==> config.mk <==
export PLATFORM = sky130hd
export DESIGN_NAME = square_lookup_arbiter_flat
export DESIGN_NICKNAME = d
export VERILOG_FILES = /design/src/rtl/square_lookup_arbiter_if.sv /design/src/rtl/square_lookup_arbiter.sv /design/src/flat_wrapper.sv
export SDC_FILE = /design/constraint.sdc
export NUM_CORES = 1
export LEC_CHECK = 0
export CORE_ASPECT_RATIO = 0.6
export CORE_MARGIN = 4
export CORE_UTILIZATION = 35
export DETAILED_ROUTE_END_ITERATION = 16
export GPL_TIMING_DRIVEN = 0
export MAX_ROUTING_LAYER = met4
export PLACE_DENSITY_LB_ADDON = 0.05
export REMOVE_ABC_BUFFERS = 1
export SLEW_MARGIN = 20
export SYNTH_ARGS = -nofsm -noshare
export SYNTH_HDL_FRONTEND = slang
export SYNTH_SLANG_ARGS = --single-unit
==> constraint.sdc <==
create_clock -name clk -period 2.07 [get_ports clk]
set_clock_uncertainty 0.15 [all_clocks]
set_input_delay 0.621 -clock clk [delete_from_list [all_inputs] [get_ports clk]]
set_output_delay 0.621 -clock clk [all_outputs]
set_load 0.005 [all_outputs]
==> src/rtl/square_lookup_arbiter_if.sv <==
// Handshake bundle between the requesters, the shared square lookup and the response consumer.
interface square_lookup_arbiter_if;
  logic [3:0]  req;
  logic [15:0] n_in;
  logic [3:0]  sign_in;
  logic [3:0]  gnt;
  logic [3:0]  rom_n;
  logic        rom_sign;
  logic [7:0]  rom_square;
  logic        res_valid;
  logic [7:0]  res_square;
  logic        res_sign;
  logic [1:0]  res_id;
  logic        res_ack;
  logic        busy;

  modport master (
    output req, n_in, sign_in, rom_square, res_ack,
    input  gnt, rom_n, rom_sign, res_valid, res_square, res_sign, res_id, busy
  );

  modport slave (
    input  req, n_in, sign_in, rom_square, res_ack,
    output gnt, rom_n, rom_sign, res_valid, res_square, res_sign, res_id, busy
  );
endinterface

==> src/rtl/square_lookup_arbiter.sv <==
// Round-robin arbiter sharing one square lookup among four requesters.
// 4-cycle service: IDLE arbitrates, GRANT, LOOKUP, RESP held until res_ack.
module square_lookup_arbiter #(
  parameter int NREQ = 4
) (
  input logic                     clk,
  input logic                     rst_n,
  square_lookup_arbiter_if.slave  bus
);

  localparam logic [1:0] IDLE   = 2'd0;
  localparam logic [1:0] GRANT  = 2'd1;
  localparam logic [1:0] LOOKUP = 2'd2;
  localparam logic [1:0] RESP   = 2'd3;

  logic [1:0] state;
  logic [1:0] ptr;
  logic [3:0] gnt;
  logic [3:0] op_n;
  logic       op_sign;
  logic [1:0] op_id;
  logic       res_valid;
  logic [7:0] res_square;
  logic       res_sign;
  logic [1:0] res_id;

  logic [1:0] win_id;
  logic       win_vld;
  logic [1:0] idx;

  // First set request at or after ptr, wrapping.
  always_comb begin
    win_id  = ptr;
    win_vld = 1'b0;
    idx     = ptr;
    for (int i = 0; i < NREQ; i++) begin
      idx = ptr + 2'(i);
      if (!win_vld && bus.req[idx]) begin
        win_vld = 1'b1;
        win_id  = idx;
      end
    end
  end

  always_ff @(posedge clk or negedge rst_n) begin
    if (!rst_n) begin
      state      <= IDLE;
      ptr        <= 2'd0;
      gnt        <= 4'd0;
      op_n       <= 4'd0;
      op_sign    <= 1'b0;
      op_id      <= 2'd0;
      res_valid  <= 1'b0;
      res_square <= 8'd0;
      res_sign   <= 1'b0;
      res_id     <= 2'd0;
    end else begin
      case (state)
        IDLE: begin
          if (win_vld) begin
            state   <= GRANT;
            gnt     <= 4'(4'b0001 << win_id);
            op_n    <= bus.n_in[4*win_id +: 4];
            op_sign <= bus.sign_in[win_id];
            op_id   <= win_id;
            ptr     <= win_id + 2'd1;
          end
        end
        GRANT: begin
          gnt   <= 4'd0;
          state <= LOOKUP;
        end
        LOOKUP: begin
          res_square <= bus.rom_square;
          res_sign   <= op_sign;
          res_id     <= op_id;
          res_valid  <= 1'b1;
          state      <= RESP;
        end
        default: begin
          if (bus.res_ack) begin
            res_valid <= 1'b0;
            state     <= IDLE;
          end
        end
      endcase
    end
  end

  // Operand registers drive the lookup directly, so it sees a full cycle of stable input.
  assign bus.rom_n      = op_n;
  assign bus.rom_sign   = op_sign;
  assign bus.gnt        = gnt;
  assign bus.res_valid  = res_valid;
  assign bus.res_square = res_square;
  assign bus.res_sign   = res_sign;
  assign bus.res_id     = res_id;
  assign bus.busy       = (state != IDLE);

endmodule
==> src/flat_wrapper.sv <==
// flat-port wrapper written by rule: the top's interface ports become plain ports
module square_lookup_arbiter_flat 
#(
  parameter int NREQ = 4
)
  (clk, rst_n, bus_req, bus_n_in, bus_sign_in, bus_rom_square, bus_res_ack, bus_gnt, bus_rom_n, bus_rom_sign, bus_res_valid, bus_res_square, bus_res_sign, bus_res_id, bus_busy);
  square_lookup_arbiter_if bus_i ();
  input logic clk;
  input logic rst_n;
  input wire logic [$bits(bus_i.req)-1:0] bus_req;
  input wire logic [$bits(bus_i.n_in)-1:0] bus_n_in;
  input wire logic [$bits(bus_i.sign_in)-1:0] bus_sign_in;
  input wire logic [$bits(bus_i.rom_square)-1:0] bus_rom_square;
  input wire logic [$bits(bus_i.res_ack)-1:0] bus_res_ack;
  output wire logic [$bits(bus_i.gnt)-1:0] bus_gnt;
  output wire logic [$bits(bus_i.rom_n)-1:0] bus_rom_n;
  output wire logic [$bits(bus_i.rom_sign)-1:0] bus_rom_sign;
  output wire logic [$bits(bus_i.res_valid)-1:0] bus_res_valid;
  output wire logic [$bits(bus_i.res_square)-1:0] bus_res_square;
  output wire logic [$bits(bus_i.res_sign)-1:0] bus_res_sign;
  output wire logic [$bits(bus_i.res_id)-1:0] bus_res_id;
  output wire logic [$bits(bus_i.busy)-1:0] bus_busy;
  assign bus_i.req = bus_req;
  assign bus_i.n_in = bus_n_in;
  assign bus_i.sign_in = bus_sign_in;
  assign bus_i.rom_square = bus_rom_square;
  assign bus_i.res_ack = bus_res_ack;
  assign bus_gnt = bus_i.gnt;
  assign bus_rom_n = bus_i.rom_n;
  assign bus_rom_sign = bus_i.rom_sign;
  assign bus_res_valid = bus_i.res_valid;
  assign bus_res_square = bus_i.res_square;
  assign bus_res_sign = bus_i.res_sign;
  assign bus_res_id = bus_i.res_id;
  assign bus_busy = bus_i.busy;
  square_lookup_arbiter #(.NREQ(NREQ)) u_core (.clk(clk), .rst_n(rst_n), .bus(bus_i));
endmodule
== Yosys cells after proc, flatten, opt, wreduce, memory -nomap -nowiden ==
Index checks and enable logic that the tools add are counted.

* Flip-flop bits (word level): 27
* Input port bits: 35
* Output and inout port bits: 22
* Logic and storage cells: 65

* Add/sub/neg operators: 4
* Order comparisons: 5
* Equal/unequal tests: 3
* Shift operators: 2
* Multiplexer cells: 24
* Bitwise operators: 1
* Reduce and logical (&&, ||, !) cells: 16

{| class="wikitable"
|+ Operator list
! kind !! number
|-
| $shiftx 16x5->4 || 1
|-
| $lt 2x3->1 const B || 5
|-
| $bmux 1 s2 || 5
|-
| $mux 1 || 10
|-
| $mux 2 || 5
|-
| $pmux 4 s2 || 1
|-
| $reduce_and 2->1 || 4
|-
| $pmux 2 s3 || 1
|-
| $reduce_bool 2->1 || 3
|-
| $add 2x1->2 const B || 2
|-
| $add 2x2->2 const B || 2
|-
| $mux 4 || 1
|-
| $reduce_bool 4->1 || 1
|-
| $shl 1x2->4 const A || 1
|-
| $logic_and 1x1->1 || 3
|-
| $logic_not 1->1 || 3
|-
| $eq 2x1->1 const B || 1
|-
| $eq 2x2->1 const B || 1
|-
| $logic_not 2->1 || 1
|-
| $ne 2x1->1 const B || 1
|-
| $pmux 1 s2 || 1
|-
| $reduce_or 2->1 || 1
|-
| $not 1->1 || 1
|}

== Logic depth before layout (Yosys ltp) ==
Gate-level depths: netlist of the first run.

* Depth after elaboration: 15
* Depth in mapped cells: 7
* Mapped depth without buffers: 6

== Least setup slack after synthesis of the first run ==
No wires, ideal clock.

* Path kind: input to register
* Start: in bus_req[2]
* End: reg u_core.op_n[0], in the netlist u_core.bus.rom_n[0]
* Arrival: 1,809 ps
* Data required time: 1,797 ps
* Path slack: -12 ps
* Cell stages on the path: 5
* Path through: nor2b_1 a221oi_4 nand2_4 mux2_4 o221a_1

* Word-level cells in the longest chain between the ends: 13
* Elaborated cells on any way between the ends: 23
* Those cells by class: shift (1); mux (15); reduce/logical (7)

{| class="wikitable"
|+ Ends and longest elaborated chain
! what !! RTL line !! source
|-
| start, declared || flat_wrapper.sv:10 || <nowiki>input wire logic [$bits(bus_i.req)-1:0] bus_req;</nowiki>
|-
| $bmux 1 s2 || square_lookup_arbiter.sv:38 || <nowiki>if (!win_vld && bus.req[idx]) begin</nowiki>
|-
| $mux 1 (not written as such) || square_lookup_arbiter.sv:38 ||
|-
| $mux 1 || square_lookup_arbiter.sv:38 ||
|-
| $logic_not 1->1 || square_lookup_arbiter.sv:38 ||
|-
| $logic_and 1x1->1 || square_lookup_arbiter.sv:38 ||
|-
| $mux 1 || square_lookup_arbiter.sv:38 ||
|-
| $logic_not 1->1 || square_lookup_arbiter.sv:38 ||
|-
| $logic_and 1x1->1 || square_lookup_arbiter.sv:38 ||
|-
| $mux 1 || square_lookup_arbiter.sv:38 ||
|-
| $logic_not 1->1 || square_lookup_arbiter.sv:38 ||
|-
| $logic_and 1x1->1 || square_lookup_arbiter.sv:38 ||
|-
| $mux 2 / $mux 1 (equally long branches) || square_lookup_arbiter.sv:38 ||
|-
| $shiftx 16x5->4 / $reduce_and 2->1 (equally long branches) || n/a ||
|-
| end signal, assigned || square_lookup_arbiter.sv:63 || <nowiki>op_n <= bus.n_in[4*win_id +: 4];</nowiki>
|-
| end, declared || square_lookup_arbiter.sv:19 || <nowiki>logic [3:0] op_n;</nowiki>
|}

Several ways; a longest one is shown, not always the timed one. The select of a mux whose other input is x is not followed.
A chain may end at the register's enable or synchronous reset.

== Final worst setup path of the first run ==
* Start: reg u_core.state[0]
* End: out bus_busy

* Word-level cells in the longest chain between the ends: 1

{| class="wikitable"
|+ Ends and longest elaborated chain
! what !! RTL line !! source
|-
| start, declared || square_lookup_arbiter.sv:16 || <nowiki>logic [1:0] state;</nowiki>
|-
| start signal, assigned || square_lookup_arbiter.sv:47 || <nowiki>state <= IDLE;</nowiki>
|-
| start signal, assigned || square_lookup_arbiter.sv:61 || <nowiki>state <= GRANT;</nowiki>
|-
| start signal, assigned || square_lookup_arbiter.sv:71 || <nowiki>state <= LOOKUP;</nowiki>
|-
| $reduce_bool 2->1 || square_lookup_arbiter.sv:98 || <nowiki>assign bus.busy = (state != IDLE);</nowiki>
|-
| end, declared || flat_wrapper.sv:22 || <nowiki>output wire logic [$bits(bus_i.busy)-1:0] bus_busy;</nowiki>
|}

No other way between the ends.

==> qor.csv, run 1 <==
stage,metric,value,unit
flow_run,cap_violations,0,
synth,synthesis.area,1436,µm²
timing,slew_headroom,59.72,%
placement,hpwl,2567,µm
final_layout,multi_input_area,729.5,µm²
detailed_routing,post_drt_wl_per_cell,14.81,µm
worst_hold_path,hold_path.class,input pin to asynchronous set/reset pin,
synth,yosysWarnings,0,
synth,async_reset_ff_share,100.0,%
synth,yosysSeqAreaShare,47.04,%
timing,setup_viol,0,
placement,routabilityCongestion,0.7868,
final_layout,diodes,0,
detailed_routing,vias,1201,
clock_tree,cts_buffer_depth,2,
clock_tree,root_buffer,clkbuf_8,
timing,fin_crit_sh,97.89,%
floorplan,core_area,3807,µm²
worst_setup_path,slowest_stage,dfrtp_1,
floorplan,initial_utilization,37.73,%
final_layout,final_cell_mix,"clkdlybuf4s50_1, dfrtp_1, mux2_2",
timing,tightest_slew,604.3,ps
clock_tree,clock_latency,280,ps
synth,netlist_instances,129,
timing,finalMaxSlewViolations,0,
clock_tree,cts_buffers,3,
clock_tree,clock-sinks,27,
clock_tree,clk_pin_slew_worst_paths,100,ps
floorplan,ioPinCount,57,
detailed_routing,drc,0,
power_and_ir_drop,cellLeakagePower,0.8941,nW
synth,synth_edf_count,0,
final_layout,regArea,676.9,µm²
global_route,grt_first_pass_wirelength,5892,µm
final_layout,final_common_cell,clkdlybuf4s50_1,
clock_tree,h-tree-depth,1,
worst_setup_path,critPathCaptureType,primary output,
timing,hold_violations,0,
worst_setup_path,path_common_cell,inv_2,
global_route,grt_use_total,14.35,%
worst_setup_path,path_cells,"inv_2, ha_4, inv_2, dlygate4sd2_1",
synth,ys_seq_elements,27,
power_and_ir_drop,power.total,2.565,mW
clock_tree,cts_tree,yes,
floorplan,fp-row-count,17,
worst_setup_path,start_kind,flop,
detailed_routing,drt_iter0_markers,55,
timing,tns,0,ps
final_layout,fin_nets,230,
global_route,antenna_found_initial,0,
worst_setup_path,crit_arrival,1260,ps
floorplan,fp.dieH,57.62,µm
final_layout,drive_gt1_share,22.63,%
synth,synthFlopType,dfrtp_1,
detailed_routing,routed_wl,3510,µm
worst_setup_path,cp_data_required_time,1300,ps
worst_setup_path,critical_path_class,flop to primary output,
worst_setup_path,crit_fanout,6,
outcome,status,"complete, no violations",
synth,synth_cell_type_count,33,
floorplan,die_area,5226,µm²
detailed_routing,vias_per_cell,5.068,
timing,max_freq,493.5,MHz
power_and_ir_drop,ir_worst_vdd,0.4632,mV
worst_setup_path,max_stage_delay,400,ps
clock_tree,ctsHoldBuffers,0,
timing,rsz0062_at_grt,false,
timing,fin_crit,2026,ps
placement,io_buffers,56,
global_route,overflow,0,
final_layout,area_growth,48.08,%
final_layout,fill_cells,324,
global_route,first_global_vias,1210,
detailed_routing,ant_nets,0,
floorplan,die_width,90.71,µm
synth,syn_avg_cell_area,11.13,µm²
global_route,grt_max_degree,28,
power_and_ir_drop,power_density,1206,nW/µm²
detailed_routing,drt_first_pass_iters,4,
==> per-layer routing <==
| layer | up-vias | track usage (%) | wire (µm) |
|---|---|---|---|
| met2 | 39 | 20.97 | 1481 |
| met1 | 566 | 19.51 | 1772 |
| li1 | 592 | - | - |
| met4 | 0 | 3.268 | 20 |
| met5 | - | - | 0 |
| met3 | 4 | 4.540 | 236 |
==> path summary, 6_finish.rpt <==
check                                             from                              end  slack (ps)  cells after the start
setup / recovery           u_core.state[0]$_DFFE_PN0P_                         bus_busy          40                      4
hold / removal                                   rst_n  u_core.bus.rom_n[0]$_DFFE_PN0P_         180                      1
setup reg to reg             u_core.ptr[1]$_DFFE_PN0P_  u_core.bus.rom_n[3]$_DFFE_PN0P_         190                      5
hold reg to reg            u_core.op_id[1]$_DFFE_PN0P_      u_core.op_id[1]$_DFFE_PN0P_         340                      2
max in group asynchronous                        rst_n        u_core.ptr[1]$_DFFE_PN0P_        1150                      1
min in group clk           u_core.op_id[1]$_DFFE_PN0P_      u_core.op_id[1]$_DFFE_PN0P_         340                      2
==> registers in the layout (all words and copies together), names as in the netlist <==
register / cells
u_core.state: 2
u_core.bus.rom_n: 4
u_core.op_id: 2
u_core.bus.res_sign: 1
u_core.bus.gnt: 4
u_core.bus.res_id: 2
u_core.bus.res_square: 8
u_core.bus.rom_sign: 1
u_core.ptr: 2
u_core.bus.res_valid: 1
==> through the flow <==
stage / utilization, % / instances / instance area (µm²) / worst slack [ps] / hold slack (ps)
6_report: 55.87 / 237 / 2127 / 43.64 / 181.9
5_1_grt: 55.87 / 237 / 2127 / 1.352 / 223.9
4_1_cts: 56.10 / 237 / 2136 / 0.4574 / 201.5
3_5_place_dp: 52.97 / 228 / 2017 / -733.9 / 318.9
3_3_place_gp: 53.11 / 228 / 2022 / -728.5 / 313.0
2_1_floorplan: - / 125 / 1403 / -11.89 / 175.4
==> synth_stat cells, types with 2 or more instances <==
master     number  area share [%]
a21oi_1         4             1.4
and2_1          2            0.87
buf_6           2             1.6
dfrtp_1        27              47
ha_1            4             3.5
inv_1          10             2.6
mux2_2         11             8.6
mux2_4          5             5.2
nand2_1        10             2.6
nand2b_1        2            0.87
nand3_1         5             1.7
nor2_1          6             1.6
nor2b_1         2            0.87
nor3_1          2            0.70
o2111ai_1       5             3.0
o21ai_0         6             2.1
o21ai_1         6             2.1
o221a_1         5             3.9
==> worst max-delay path: cells and delay by family (launching register included) <==
kind | cells | cell delay [ps]
fa+ha+maj | 1 | 170
buf+inv | 3 | 410
flops | 1 | 400
==> kinds of logic (layout without fill, tap and decap cells) <==
kind of cell | count (synthesis) | count (layout) | share of synthesized area, %
adders and majority gates | 4 | 4 | 3.484
AOI/OAI and AO/OA | 34 | 34 | 18.29
and+or+nand+nor | 33 | 33 | 11.76
muxes | 16 | 16 | 13.85
buffers and inverters | 14 | 75 | 4.965
xor gates and xnor gates | 1 | 1 | 0.6099
DFF | 27 | 27 | 47.04
==> power breakdown <==
part / switching [mW] / total [mW] / internal [mW]
clock network: 0.174 / 0.311 / 0.137
registers: 0.149 / 0.915 / 0.766
logic: 0.523 / 1.34 / 0.816
total: 0.846 / 2.57 / 1.72
==> timing repair <==
action | 4_1_cts | 5_1_grt
buffers inserted | 5 | 0
pin swaps | 3 | 2
resized for setup | 14 | 9
endpoints found under the setup margin | 16 | 8
==> cell type report <==
class	instances	share of cell area (%)
Clock inverter	1	0.3529
Multi-Input combinational cell	88	34.29
Tap cell	47	2.765
Inverter	10	1.765
Sequential cell	27	31.82
Clock buffer	3	1.941
Timing Repair Buffer	61	27.06
(Power assumes the default switching activity.)
==> run 2: changes to the inputs <==
--- a/config.mk
+++ b/config.mk
@@ -13,6 +13,7 @@
 export MAX_ROUTING_LAYER = met4
 export PLACE_DENSITY_LB_ADDON = 0.05
 export REMOVE_ABC_BUFFERS = 1
+export SETUP_SLACK_MARGIN = 0.02
 export SLEW_MARGIN = 20
 export SYNTH_ARGS = -nofsm -noshare
 export SYNTH_HDL_FRONTEND = slang
==> run 2 against run 1 <==
  * Critical path type unchanged
  * Combinational power is essentially flat
  * Sequential power is essentially flat
  * Routed wire length grew 1.0%
==> qor.csv, run 2 (same netlist as run 1, synthesis figures left out) <==
stage,metric,value,unit,change
clock_tree,root_buffer,clkbuf_8,,unchanged
worst_setup_path,critPathCaptureType,primary output,,unchanged
placement,io_buffers,56,,unchanged
floorplan,core_area,3807,µm²,unchanged
clock_tree,clk_pin_slew_worst_paths,100,ps,about the same
timing,tightest_slew,603.1,ps,was 604.3 ps
timing,setup_viol,0,,unchanged
final_layout,fill_cells,325,,was 324
detailed_routing,drt_first_pass_iters,4,,unchanged
global_route,grt_max_degree,28,,unchanged
final_layout,final_common_cell,clkdlybuf4s50_1,,unchanged
final_layout,largest_register_ff_count,8,,unchanged
worst_setup_path,path_common_cell,inv_2,,unchanged
final_layout,regArea,676.9,µm²,unchanged
clock_tree,clock_latency,280,ps,about the same
clock_tree,cts_buffers,3,,unchanged
global_route,grt_first_pass_wirelength,5892,µm,unchanged
clock_tree,clock-sinks,27,,unchanged
worst_setup_path,r2r_cells,5,,unchanged
timing,slew_headroom,59.79,%,was 59.72%
detailed_routing,ant_nets,0,,unchanged
final_layout,area_growth,49.30,%,was 48.08%
worst_setup_path,timing.rr.end,u_core.bus.rom_n[3]$_DFFE_PN0P_,,unchanged
floorplan,die_area,5226,µm²,unchanged
power_and_ir_drop,cellLeakagePower,0.9030,nW,was 0.8941 nW
final_layout,fin_nets,232,,was 230
worst_setup_path,crit_buf_inv,3,,unchanged
timing,setup_slack,41.25,ps,was 43.64 ps
floorplan,fp-row-count,17,,unchanged
clock_tree,h-tree-depth,1,,unchanged
placement,hpwl,2567,µm,unchanged
final_layout,final_cell_mix,"clkdlybuf4s50_1, dfrtp_1, mux2_2",,unchanged
timing,finalMaxSlewViolations,0,,unchanged
floorplan,die_width,90.71,µm,unchanged
final_layout,multi_input_area,732.0,µm²,was 729.5 µm²
worst_setup_path,cp.depth,4,,unchanged
final_layout,drive_gt1_share,23.96,%,was 22.63%
worst_setup_path,r2r-start,u_core.ptr[1]$_DFFE_PN0P_,,unchanged
worst_setup_path,crit_arrival,1260,ps,about the same
worst_setup_path,critical_path.top_delay_family,buffers and inverters,,unchanged
worst_setup_path,critical_path_class,flop to primary output,,unchanged
outcome,status,"complete, no violations",,unchanged
worst_setup_path,crit_fanout,6,,unchanged
floorplan,ioPinCount,57,,unchanged
detailed_routing,drc,0,,unchanged
global_route,grt_use_total,14.35,%,unchanged
timing,fin_crit_sh,98.01,%,was 97.89%
worst_setup_path,path_cells,"inv_2, ha_4, inv_2, dlygate4sd2_1",,unchanged
floorplan,fp.dieH,57.62,µm,unchanged
timing,fin_crit,2029,ps,was 2026 ps
worst_setup_path,reg2reg_slack,160,ps,was 190 ps
floorplan,initial_utilization,37.73,%,unchanged
final_layout,utilization,56.33,%,was 55.87%
timing,rsz0062_at_grt,true,,was false
flow_run,cap_violations,0,,unchanged
detailed_routing,post_drt_wl_per_cell,14.84,µm,was 14.81 µm
placement,place_ws,-733.9,ps,unchanged
clock_tree,ctsHoldBuffers,0,,unchanged
global_route,overflow,0,,unchanged
detailed_routing,vias,1209,,"was 1,201"
power_and_ir_drop,power_density,1206,nW/µm²,about the same
global_route,first_global_vias,1210,,unchanged
timing,max_freq,492.9,MHz,was 493.5 MHz
final_layout,regMostFlops,u_core.bus.res_square,,unchanged
worst_setup_path,cp_data_required_time,1300,ps,about the same
worst_setup_path,slowest_stage,dfrtp_1,,unchanged
power_and_ir_drop,ir_worst_vdd,0.4665,mV,was 0.4632 mV
placement,routabilityCongestion,0.7868,,unchanged
worst_hold_path,hold_path.class,input pin to asynchronous set/reset pin,,unchanged
detailed_routing,routed_wl,3546,µm,was 3510 µm
clock_tree,cts_buffer_depth,2,,unchanged
global_route,antenna_found_initial,0,,unchanged
final_layout,diodes,0,,unchanged
detailed_routing,vias_per_cell,5.059,,was 5.068
clock_tree,cts_tree,yes,,unchanged
detailed_routing,drt_iter0_markers,55,,unchanged
worst_setup_path,max_stage_delay,400,ps,about the same
timing,hold_violations,0,,unchanged
worst_setup_path,start_kind,flop,,unchanged
run 2: cell types whose count changed in the layout (fill, tap and decap cells not counted), sizes merged:
cell,delta
clkbuf,-1
buf,+3
run 2: metrics by stage:
| step | power (mW) | cells | instance area, µm² | setup TNS, ps | hold slack (ps) |
|---|---|---|---|---|---|
| 2_1_floorplan | 1.573 | 125 | 1403 | -59.46 | 175.4 |
| 3_3_place_gp | 2.155 | 228 | 2022 | -13210 | 313.0 |
| 3_5_place_dp | 2.176 | 228 | 2017 | -8480 | 318.9 |
| 4_1_cts | 2.588 | 237 | 2141 | 0 | 201.5 |
| 5_1_grt | 2.796 | 239 | 2145 | -2.187 | 223.9 |
| 6_report | 2.585 | 239 | 2145 | 0 | 181.3 |
run 2: where the power goes:
part | internal, mW | switching (mW) | total (mW)
Clock | 0.137 | 0.173 | 0.310
Combinational | 0.832 | 0.527 | 1.36
Sequential | 0.766 | 0.150 | 0.916
run 2: area by class of cell:
| type | instances | area share, % |
|---|---|---|
| well taps | 47 | 2.742 |
| clock inverters | 1 | 0.3501 |
| flip-flops and latches | 27 | 31.56 |
| inverters | 10 | 1.750 |
| multi-input cells | 88 | 34.13 |
| repair buffers | 63 | 27.54 |
| clock buffers | 3 | 1.925 |
run 2: repair_timing:
| item | 4_1_cts | 5_1_grt |
|---|---|---|
| resized for setup | 18 | 7 |
| hold endpoints to repair | 0 | 0 |
| buffers inserted | 5 | 2 |
| pin swaps | 3 | 2 |
| setup endpoints to repair | 16 | 10 |
run 2: worst max path at each step:
stage                                      startpoint                              end  slack (ps)
final                     u_core.state[0]$_DFFE_PN0P_                         bus_busy          40
after global routing      u_core.state[0]$_DFFE_PN0P_                         bus_busy          -2
after CTS                                  bus_req[1]  u_core.bus.rom_sign$_DFFE_PN0P_          20
after detailed placement                   bus_req[3]  u_core.bus.rom_n[1]$_DFFE_PN0P_        -730
after global placement                     bus_req[0]  u_core.bus.rom_n[1]$_DFFE_PN0P_        -730
after floorplan                            bus_req[2]  u_core.bus.rom_n[0]$_DFFE_PN0P_         -10
run 2: per-layer routing:
metal,vias up,GRT usage (%),part of all wire [%]
met4,0,3.268,0.56
met1,576,19.51,50
met2,37,20.97,43
li1,592,-,-
met5,-,-,0
met3,4,4.540,6.6
